`config.mk`:
```
export PLATFORM = sky130hd
export DESIGN_NAME = fpu_wb_arbiter
export DESIGN_NICKNAME = d
export VERILOG_FILES = /design/src/rtl/fpu_wb_arbiter.sv
export SDC_FILE = /design/constraint.sdc
export NUM_CORES = 1
export LEC_CHECK = 0
export BUFFER_PORTS_ARGS = -buffer_cell sky130_fd_sc_hd__buf_2
export CELL_PAD_IN_SITES_DETAIL_PLACEMENT = 2
export CELL_PAD_IN_SITES_GLOBAL_PLACEMENT = 2
export CORE_ASPECT_RATIO = 2
export CORE_MARGIN = 3
export CORE_UTILIZATION = 40
export CTS_CLUSTER_SIZE = 30
export DETAILED_ROUTE_END_ITERATION = 16
export PLACE_DENSITY_LB_ADDON = 0.2
export SLEW_MARGIN = 20
export SYNTH_ARGS = -nofsm -noshare
export SYNTH_HDL_FRONTEND = slang
export SYNTH_SLANG_ARGS = --single-unit
```
`constraint.sdc`:
```
create_clock -name clk -period 6.81 [get_ports clk]
set_clock_uncertainty 0.1 [all_clocks]
set_input_delay 0.3405 -clock clk [delete_from_list [all_inputs] [get_ports clk]]
set_output_delay 0.3405 -clock clk [all_outputs]
set_load 0.05 [all_outputs]
```
`src/rtl/fpu_wb_arbiter.sv`:
```
// ============================================================================
// fpu_wb_arbiter
//
// Merges sign-injection results (fsgnj/fsgnjn/fsgnjx/fabs/fneg) and
// long-latency FPU results onto the single FP register-file write port, one
// write per cycle.
//
//   - Long-latency results have no ready handshake and always win the port.
//   - Sign-unit results that cannot be written immediately are held in a
//     small in-order FIFO. s_ready back-pressures the sign unit when the FIFO
//     is full, during flush and while in reset.
//   - flush discards every queued sign result and refuses the incoming one.
//   - wb_en / wb_rd / wb_data are registered. wb_rd / wb_data keep their last
//     value on idle cycles.
//
// Build option:
//   FPU_WB_BYPASS_EN  when defined, an accepted sign result goes straight to
//                     the write port if no long-latency result is present
//                     and the FIFO is empty (1-cycle latency). When undefined,
//                     every sign result is pushed and later popped (minimum
//                     2-cycle latency).
//
// Reset: rstn, synchronous, active-low.
// ============================================================================
module fpu_wb_arbiter #(
    parameter int DEPTH = 4,   // sign-result FIFO entries, power of two, >= 2
    parameter int RW    = 5,   // register index width
    parameter int DW    = 32   // data width
) (
    input  logic                     clk,
    input  logic                     rstn,

    input  logic                     s_valid,
    output logic                     s_ready,
    input  logic [RW-1:0]            s_rd,
    input  logic [DW-1:0]            s_data,

    input  logic                     l_valid,
    input  logic [RW-1:0]            l_rd,
    input  logic [DW-1:0]            l_data,

    input  logic                     flush,

    output logic                     wb_en,
    output logic [RW-1:0]            wb_rd,
    output logic [DW-1:0]            wb_data,
    output logic [$clog2(DEPTH):0]   fifo_count
);

    localparam int PW = $clog2(DEPTH);   // pointer width, wraps modulo DEPTH
    localparam int CW = PW + 1;          // count width, holds 0..DEPTH

    localparam logic [CW-1:0] FULL_COUNT = CW'(DEPTH);
    localparam logic [PW-1:0] PTR_ONE    = PW'(1);
    localparam logic [CW-1:0] COUNT_ONE  = CW'(1);

    // One queued sign-unit result.
    typedef struct packed {
        logic [RW-1:0] rd;
        logic [DW-1:0] data;
    } entry_t;

    // ------------------------------------------------------------------------
    // State
    // ------------------------------------------------------------------------
    entry_t            mem_q [DEPTH];

    logic [PW-1:0]     wr_ptr_q, wr_ptr_d;
    logic [PW-1:0]     rd_ptr_q, rd_ptr_d;
    logic [CW-1:0]     count_q,  count_d;

    logic              wb_en_q,   wb_en_d;
    logic [RW-1:0]     wb_rd_q,   wb_rd_d;
    logic [DW-1:0]     wb_data_q, wb_data_d;

    // ------------------------------------------------------------------------
    // Handshake and FIFO status
    // ------------------------------------------------------------------------
    logic              fifo_empty;
    logic              accept;
    logic              pop;
    logic              push;
    logic              bypass_take;
    entry_t            head;
    entry_t            s_entry;

    assign fifo_empty = (count_q == '0);
    assign head       = mem_q[rd_ptr_q];
    assign s_entry    = '{rd: s_rd, data: s_data};

    // Ready is derived from the registered count only, so a pop from a full
    // FIFO frees its slot to the sign unit one cycle later.
    assign s_ready = rstn & ~flush & (count_q < FULL_COUNT);
    assign accept  = s_valid & s_ready;

    // An accepted result is queued unless it went straight to the port.
    assign push = accept & ~bypass_take;

    // Write-port source selection: long-latency, then FIFO head, then bypass.
    always_comb begin
        // NOTE: every output of this block gets a default first so no path
        // leaves a signal unassigned, which would infer a latch.
        wb_en_d     = 1'b0;
        wb_rd_d     = wb_rd_q;
        wb_data_d   = wb_data_q;
        pop         = 1'b0;
        bypass_take = 1'b0;

        if (l_valid) begin
            wb_en_d   = 1'b1;
            wb_rd_d   = l_rd;
            wb_data_d = l_data;
        end else if (!fifo_empty && !flush) begin
            // flush cancels the pop; the head entry is discarded instead.
            wb_en_d   = 1'b1;
            wb_rd_d   = head.rd;
            wb_data_d = head.data;
            pop       = 1'b1;
`ifdef FPU_WB_BYPASS_EN
        end else if (accept) begin
            wb_en_d     = 1'b1;
            wb_rd_d     = s_rd;
            wb_data_d   = s_data;
            bypass_take = 1'b1;
`endif
        end
    end

    // Pointer and occupancy update; flush empties the FIFO in one cycle.
    always_comb begin
        wr_ptr_d = wr_ptr_q;
        rd_ptr_d = rd_ptr_q;
        count_d  = count_q;

        if (flush) begin
            wr_ptr_d = '0;
            rd_ptr_d = '0;
            count_d  = '0;
        end else begin
            if (push) begin
                wr_ptr_d = wr_ptr_q + PTR_ONE;
            end
            if (pop) begin
                rd_ptr_d = rd_ptr_q + PTR_ONE;
            end
            unique case ({push, pop})
                2'b10:   count_d = count_q + COUNT_ONE;
                2'b01:   count_d = count_q - COUNT_ONE;
                default: count_d = count_q;   // idle, or push and pop together
            endcase
        end
    end

    // Control and write-port registers with synchronous active-low reset.
    always_ff @(posedge clk) begin
        // NOTE: sequential state uses non-blocking assignments so every flop
        // samples the pre-edge value of every other flop.
        if (!rstn) begin
            wr_ptr_q  <= '0;
            rd_ptr_q  <= '0;
            count_q   <= '0;
            wb_en_q   <= 1'b0;
            wb_rd_q   <= '0;
            wb_data_q <= '0;
        end else begin
            wr_ptr_q  <= wr_ptr_d;
            rd_ptr_q  <= rd_ptr_d;
            count_q   <= count_d;
            wb_en_q   <= wb_en_d;
            wb_rd_q   <= wb_rd_d;
            wb_data_q <= wb_data_d;
        end
    end

    // FIFO storage write; push is already low during reset and flush.
    always_ff @(posedge clk) begin
        // NOTE: the storage array is deliberately not reset. An entry is only
        // read when count/pointers say it is valid, so clearing the array
        // would add reset fan-out without changing behaviour.
        if (push) begin
            mem_q[wr_ptr_q] <= s_entry;
        end
    end

    // ------------------------------------------------------------------------
    // Outputs
    // ------------------------------------------------------------------------
    assign wb_en      = wb_en_q;
    assign wb_rd      = wb_rd_q;
    assign wb_data    = wb_data_q;
    assign fifo_count = count_q;

endmodule

```
Word-level counts from Yosys, hierarchy flattened
Memory sizes are Yosys's and may differ from the RTL's. A register that Yosys moved wholly into a read port is not among the register bits.
Cells that the tools add are included.
Widths: inputs -> output; s select.
{"block": "totals", "regBits": 45, "ramBits": 148, "in_bits": 79, "output_inout_bits": 42, "elab_cells": 38, "memories": 1}
{"memory": "mem_q", "depth": 4, "width": 37, "rd": 1, "rd_clocked_by_memory_dff": 1, "wr": 1, "line": "66", "text": "entry_t mem_q [DEPTH];"}
{"block": "classes", "add_sub_neg": 4, "order_cmp": 1, "eq_ne": 2, "n_mux": 12, "bitwise": 5, "n_reduce_logical": 7}
{"op": "$mux 32", "n": 2}
{"op": "$mux 5", "n": 2}
{"op": "$pmux 3 s2", "n": 1}
{"op": "$mux 1", "n": 5}
{"op": "$add 2x1->2 const B", "n": 2}
{"op": "$mux 2", "n": 2}
{"op": "$reduce_bool 2->1", "n": 2}
{"op": "$add 3x1->3 const B", "n": 1}
{"op": "$and 1x1->1", "n": 3}
{"op": "$logic_not 3->1", "n": 1}
{"op": "$lt 3x3->1 const B", "n": 1}
{"op": "$sub 3x1->3 const B", "n": 1}
{"op": "$eq 2x1->1 const B", "n": 1}
{"op": "$eq 2x2->1 const B", "n": 1}
{"op": "$logic_not 1->1", "n": 2}
{"op": "$not 1->1", "n": 2}
{"op": "$reduce_or 2->1", "n": 1}
{"op": "$logic_and 1x1->1", "n": 1}

Longest topological paths before layout
Gate-level depths: netlist of run 1.
{"block": "depth", "word_depth": 7, "depth_mapped": 10, "mapped_depth_nobuf": 8}

Worst setup path before layout of run 1
No wires, ideal clock.
{"block": "synth_path", "kind": "reg-to-reg", "from": "reg count_q[2] (netlist: fifo_count[2])", "to": "mem mem_q[0][0] (netlist name) (enable)", "setup_ns": 0.398, "t_arrival_ns": 2.003, "required_ns": 6.312, "slack_ns": 4.309, "stages_incl_launch_ff": 4, "path_buffers": 1, "period_less_slack_ns": 2.501, "cell_sequence": "dfxtp_1 nor4bb_1 clkbuf_1 and2_1"}
{"block": "synth_via", "elab_chain_len": 5}
{"element": "start: declaration", "line": "70", "text": "logic [CW-1:0] count_q, count_d;"}
{"element": "start signal: assignment", "line": "168", "text": "count_q <= count_d;"}
{"element": "$lt 3x3->1", "line": "93", "text": "assign s_ready = rstn & ~flush & (count_q < FULL_COUNT);"}
{"element": "$and 1x1->1", "line": "93"}
{"element": "$and 1x1->1", "line": "94", "text": "assign accept = s_valid & s_ready;"}
{"element": "$mux 1", "line": "180", "text": "if (push) begin"}
{"element": "$mux 1 (not written as such)", "line": "181", "text": "mem_q[wr_ptr_q] <= s_entry;"}
{"element": "end: declaration", "line": "66"}
No other way between the ends.

Worst setup path after layout of run 1
{"block": "layout_path", "from": "reg count_q[2] (netlist: fifo_count[2])", "to": "mem mem_q[2][26] (netlist name) (enable)"}
The elaborated chain is that of the path after synthesis.

==> results of run 1 <==
-- worst max-delay path, delay by kind of cell (launching register included) --
kind | cells | cell delay [ns]
and+or+nand+nor | 2 | 1.69
DFF | 1 | 0.37
-- report_power, final --
| part | internal [mW] | switching (mW) |
|---|---|---|
| combinational | 0.0636 | 0.154 |
| sequential | 1.30 | 0.0118 |
| clock | 0.510 | 0.441 |
-- registers in the layout, indices dropped and copies added (netlist names), named ones only --
signal      cells
mem_q         148
wr_ptr_q        2
wb_en           1
wb_rd           5
wb_data        32
rd_ptr_q        2
fifo_count      3
-- metrics by stage --
| step | instances | util | power (mW) |
|---|---|---|---|
| floorplan | 471 | - | 1.47 |
| global placement | 807 | 0.451 | 1.55 |
| detailed placement | 807 | 0.451 | 1.56 |
| CTS | 839 | 0.480 | 2.50 |
| global route | 841 | 0.484 | 2.57 |
| finish | 841 | 0.484 | 2.48 |
-- placed cells by master (no fill, tap or decap), types with 7 or more instances in the layout --
cell	n
edfxtp_1	148
buf_2	120
a211oi_1	54
dfxtp_1	46
mux2_2	38
a222oi_1	37
mux2_1	36
a211oi_2	20
clkbuf_16	18
inv_1	7
nor2_1	7
-- final timing paths --
check	start	to
worst max-delay path	fifo_count[2]$_SDFFE_PP0P_	mem_q[2][26]$_DFFE_PP_
worst min-delay path	s_data[27]	mem_q[0][27]$_DFFE_PP_
worst max register to register	fifo_count[2]$_SDFFE_PP0P_	mem_q[2][26]$_DFFE_PP_
worst min register to register	rd_ptr_q[1]$_SDFFE_PP0P_	flop
-- area by class of cell --
| class | instances | area [um2] | share of cell area |
|---|---|---|---|
| Clock buffer | 21 | 482 | 0.0526 |
| Clock inverter | 11 | 78.8 | 0.00861 |
| Inverter | 9 | 33.8 | 0.00369 |
| Multi-Input combinational cell | 226 | 2190 | 0.239 |
| Sequential cell | 195 | 5390 | 0.588 |
| Tap cell | 255 | 319 | 0.0348 |
| Timing Repair Buffer | 124 | 671 | 0.0732 |
-- metal layers --
layer,wire length [um],vias up,share of wire,global-route usage
li1,-,2140,-,-
met5,0,-,0,0
met3,638,21,0.030,0.0302
met2,12700,125,0.59,0.417
met1,7770,2483,0.36,0.223
met4,347,0,0.016,0.0723
-- cell families after synthesis --
| kind of cell | Yosys count | share of synthesized area |
|---|---|---|
| flops | 195 | 0.694 |
| compound gates | 120 | 0.139 |
| mux | 75 | 0.109 |
| buf+inv | 50 | 0.0281 |
| simple gates | 22 | 0.0155 |
| fa+ha+maj | 6 | 0.0106 |
| xor+xnor | 3 | 0.00339 |
==> flow_summary.json, run 1 <==
{
  "synth_flop_cell": "edfxtp_1",
  "cts.sink_count": 195,
  "avgSynthCellArea_um2": 16.5,
  "cp_data_required_time_ns": 6.75,
  "clockBufferDepth": 2,
  "ys_async_sr_fraction": 0,
  "slew_viol_final": 0,
  "ys_seq_area_frac": 0.694,
  "avgRoutedWirePerCell_um": 25.5,
  "ant_nets": 0,
  "fin_area_um2": 9160,
  "core-area_um2": 18900,
  "worstMarginPinSlew_ns": 1.07,
  "worstPathArrival_ns": 2.52,
  "fin_crit_sh": 0.378,
  "synth_cell_types": 34,
  "syn_inst": 471,
  "gp_congestion": 0.678,
  "grt_antenna_before_repair": 0,
  "worstPathCellList": "nor4bb_2 > and2_2",
  "synth_common_cells": "edfxtp_1 (148), a211oi_1 (54), dfxtp_1 (47), mux2_2 (38), a222oi_1 (37)",
  "min_path_type": "in2reg",
  "syn_to_final_growth_pct": 18.1,
  "htree_num_levels": 4,
  "drt_iter0_drc": 396,
  "die_area_um2": 21200,
  "placed_area_um2": 8530,
  "endpoint_kind": "flop",
  "die_w_um": 104,
  "grt_max_degree": 75,
  "synth_top_area_frac": 0.573,
  "max_cap_violations": 0,
  "synth_edf_count": 148,
  "path_class": "reg2reg",
  "route.detailed.drc": 0,
  "grt_pass1_wl_um": 33300,
  "setup_tns_ns": 0,
  "ctsResizeCount": 0,
  "worst_slack_ns": 4.24,
  "dp_hpwl_um": 13200,
  "grt_usage": 0.211,
  "rr_worst_depth": 2,
  "ys_seq_elements": 195,
  "tritoncts": "done",
  "cp_slowest_cell": "and2_2",
  "p_leak_nw": 3.16,
  "netlist_area_um2": 7750,
  "cts.hold.buffers_added": 0,
  "synth_most_common_cell": "edfxtp_1",
  "antenna_cells": 0,
  "start_kind": "flop",
  "max_stage_delay_ns": 0.99,
  "start_util": 0.410,
  "hold-worst-slack_ns": 0.0288,
  "clockRootBuffer": "clkbuf_16",
  "syn-num-nets": 556,
  "fin_nets": 658,
  "clock.fmax_mhz": 389,
  "num_vias": 4769,
  "crit_path_max_fanout": 37,
  "hold_depth": 1,
  "drt_pass1_iterations": 9,
  "hold_viol_final": 0,
  "power_density_nw_per_um2": 271,
  "yosys_warnings": 0,
  "overflow": 0,
  "dieHeight_um": 203,
  "rows": 71,
  "finalCriticalPeriod_ns": 2.57,
  "clk_latency_ns": 0.43,
  "portBuffers": 120,
  "fill_cells": 1799,
  "setup_violations": 0,
  "layout-drive-gt1-share": 0.382,
  "grt_setup_unrepaired": "false",
  "cts_setup_buffers": 0,
  "clk_pin_slew_worst_paths_ns": 0.07,
  "synth_area_leader_cell": "edfxtp_1",
  "grt_pass1_vias": 5484,
  "numCtsBuffers": 17,
  "synthTopCellsByArea": "edfxtp_1 (57%), dfxtp_1 (12%), mux2_2 (5.5%)",
  "status": "completed",
  "dp_slack_ns": 3.86,
  "ff2ff_setup_slack_ns": 4.24,
  "relSlewSlack": 0.285,
  "num_io_pins": 121,
  "viasPerCell": 5.67,
  "routed_wl_um": 21400,
  "irDropWorstVdd_uv": 155
}
No activity file was read; power rests on OpenSTA's default activity.
==> run 2: changes to the inputs <==
Clock period 6.81 ns to 2.5 ns, I/O delays scaled along.
==> run 2 against run 1 <==
Effect of this change: total power grew to 2.9 times the previous value; die area is the same; worst setup slack lost 4.0 ns; critical path type unchanged; largest power group unchanged.
==> flow_summary.json, run 2 (synthesis results as in run 1) <==
{
  "status": "completed",
  "clk_latency_ns": 0.43,
  "cts.sink_count": 195,
  "start_util": 0.410,
  "tritoncts": "done",
  "cts_setup_buffers": 0,
  "power_switching_mw": 1.66,
  "rr_worst_depth": 8,
  "core-area_um2": 18900,
  "fin_nets": 715,
  "num_io_pins": 121,
  "grt_usage": 0.217,
  "crit_path_frequent_cell": "nor3_1",
  "portBuffers": 120,
  "p_comb_frac": 0.091,
  "viasPerCell": 5.60,
  "start_kind": "flop",
  "cts.hold.buffers_added": 38,
  "hold_viol_final": 0,
  "dieHeight_um": 203,
  "relSlewSlack": 0.452,
  "dp_hpwl_um": 13900,
  "cp_data_required_time_ns": 2.75,
  "final_cell_mix": "edfxtp_1 (148), buf_2 (119), a211oi_1 (54)",
  "htree_num_levels": 4,
  "r2r_end": "fifo_count[2]$_SDFFE_PP0P_",
  "regMostFlops": "mem_q",
  "grt_setup_unrepaired": "false",
  "min_to": "rd_ptr_q[0]$_SDFFE_PP0P_",
  "fin_crit_sh": 0.898,
  "clockBufferDepth": 2,
  "ctsResizeCount": 0,
  "grt_pass1_vias": 5730,
  "die_area_um2": 21200,
  "layout-drive-gt1-share": 0.376,
  "max_cap_violations": 0,
  "crit_path_max_fanout": 7,
  "max_stage_delay_ns": 0.43,
  "worstMarginPinSlew_ns": 0.822,
  "endpoint_kind": "flop",
  "rows": 71,
  "syn_to_final_growth_pct": 25.4,
  "num_vias": 5033,
  "min_path_type": "in2reg",
  "cp_slowest_cell": "dfxtp_1",
  "irDropWorstVdd_uv": 539,
  "fin_total_pwr_mw": 7.16,
  "slew_viol_final": 0,
  "clockRootBuffer": "clkbuf_16",
  "hold_depth": 3,
  "worst-path-buf-inv": 1,
  "grt_max_degree": 67,
  "worstPathCellList": "nor3_1 > nor3_1 > ha_1 > inv_1 > fa_1 > xor2_1 > or3_1 > a21oi_1",
  "setup_violations": 0,
  "drt_pass1_iterations": 6,
  "startpoint": "fifo_count[2]$_SDFFE_PP0P_",
  "sequentialPowerShare": 0.501,
  "p_leak_nw": 3.45,
  "numCtsBuffers": 17,
  "ant_nets": 0,
  "finalCriticalPeriod_ns": 2.25,
  "clk_pin_slew_worst_paths_ns": 0.07,
  "drt_iter0_drc": 374,
  "path_class": "reg2reg",
  "gp_congestion": 0.730,
  "clock.fmax_mhz": 445,
  "cpLargestDelayFamily": "simple AND/OR/NAND/NOR gates",
  "r2r_start": "fifo_count[2]$_SDFFE_PP0P_",
  "power_density_nw_per_um2": 736,
  "final_common_cell": "edfxtp_1",
  "p_int_mw": 5.50,
  "switching_share": 0.232,
  "antenna_cells": 0,
  "routed_wl_um": 22200,
  "grt_antenna_before_repair": 0,
  "overflow": 0,
  "die_w_um": 104,
  "clkPwrFrac": 0.409,
  "route.detailed.drc": 0,
  "setup_tns_ns": 0,
  "worstPathArrival_ns": 2.50,
  "avgRoutedWirePerCell_um": 24.7,
  "grt_pass1_wl_um": 34600,
  "largest_register_ffs": 148,
  "hold_start": "flush",
  "ff2ff_setup_slack_ns": 0.25
}
[run 2: final cells by class]
type                            count  area, um2
Tap cell                          255        319
Timing Repair Buffer              181       1180
Fill cell                        1758       9190
Clock inverter                     13        180
Inverter                            9       33.8
Sequential cell                   195       5390
Clock buffer                       19        453
Multi-Input combinational cell    226       2170
[run 2: power groups by stage]
| stage | clock (mW) | combinational (mW) | sequential [mW] |
|---|---|---|---|
| final | 2.92 | 0.648 | 3.58 |
| after global routing | 3.10 | 0.692 | 3.59 |
| after CTS | 2.97 | 0.655 | 3.58 |
| after detailed placement | 0 | 0.599 | 3.66 |
| after global placement | 0 | 0.579 | 3.65 |
| after floorplan | 0 | 0.204 | 3.81 |
[run 2: worst min-delay path: cells and delay by family]
| family | cells | cell delay [ns] |
|---|---|---|
| buffers and inverters | 1 | 0.14 |
| AO/OA/AOI/OAI | 2 | 0.24 |
[run 2: per-layer routing]
layer  track usage  share of wire  up-vias
li1              -              -     2245
met2         0.411           0.57      154
met1         0.241           0.37     2601
met3        0.0286          0.032       33
met4        0.0889          0.027        0
met5             0              0        -
[run 2: how the worst max path moves through the flow]
stage | cells past startpoint | slack [ns] | endpoint
after CTS | 8 | 0.23 | fifo_count[2]$_SDFFE_PP0P_
final | 8 | 0.25 | fifo_count[2]$_SDFFE_PP0P_
after global placement | 8 | 0.46 | fifo_count[2]$_SDFFE_PP0P_
after detailed placement | 8 | 0.26 | fifo_count[2]$_SDFFE_PP0P_
after global routing | 8 | 0.15 | fifo_count[2]$_SDFFE_PP0P_
after floorplan | 9 | 0.14 | fifo_count[2]$_SDFFE_PP0P_
[run 2: through the flow]
step | utilization | hold slack (ns) | setup slack, ns | cells | instance area [um2]
floorplan | - | 0.124 | 0.137 | 471 | 7760
global placement | 0.461 | 0.232 | 0.461 | 828 | 8710
detailed placement | 0.461 | 0.240 | 0.256 | 828 | 8710
CTS | 0.514 | 0.00486 | 0.233 | 898 | 9730
global route | 0.514 | 0.0224 | 0.145 | 898 | 9730
finish | 0.514 | 0.0193 | 0.254 | 898 | 9730
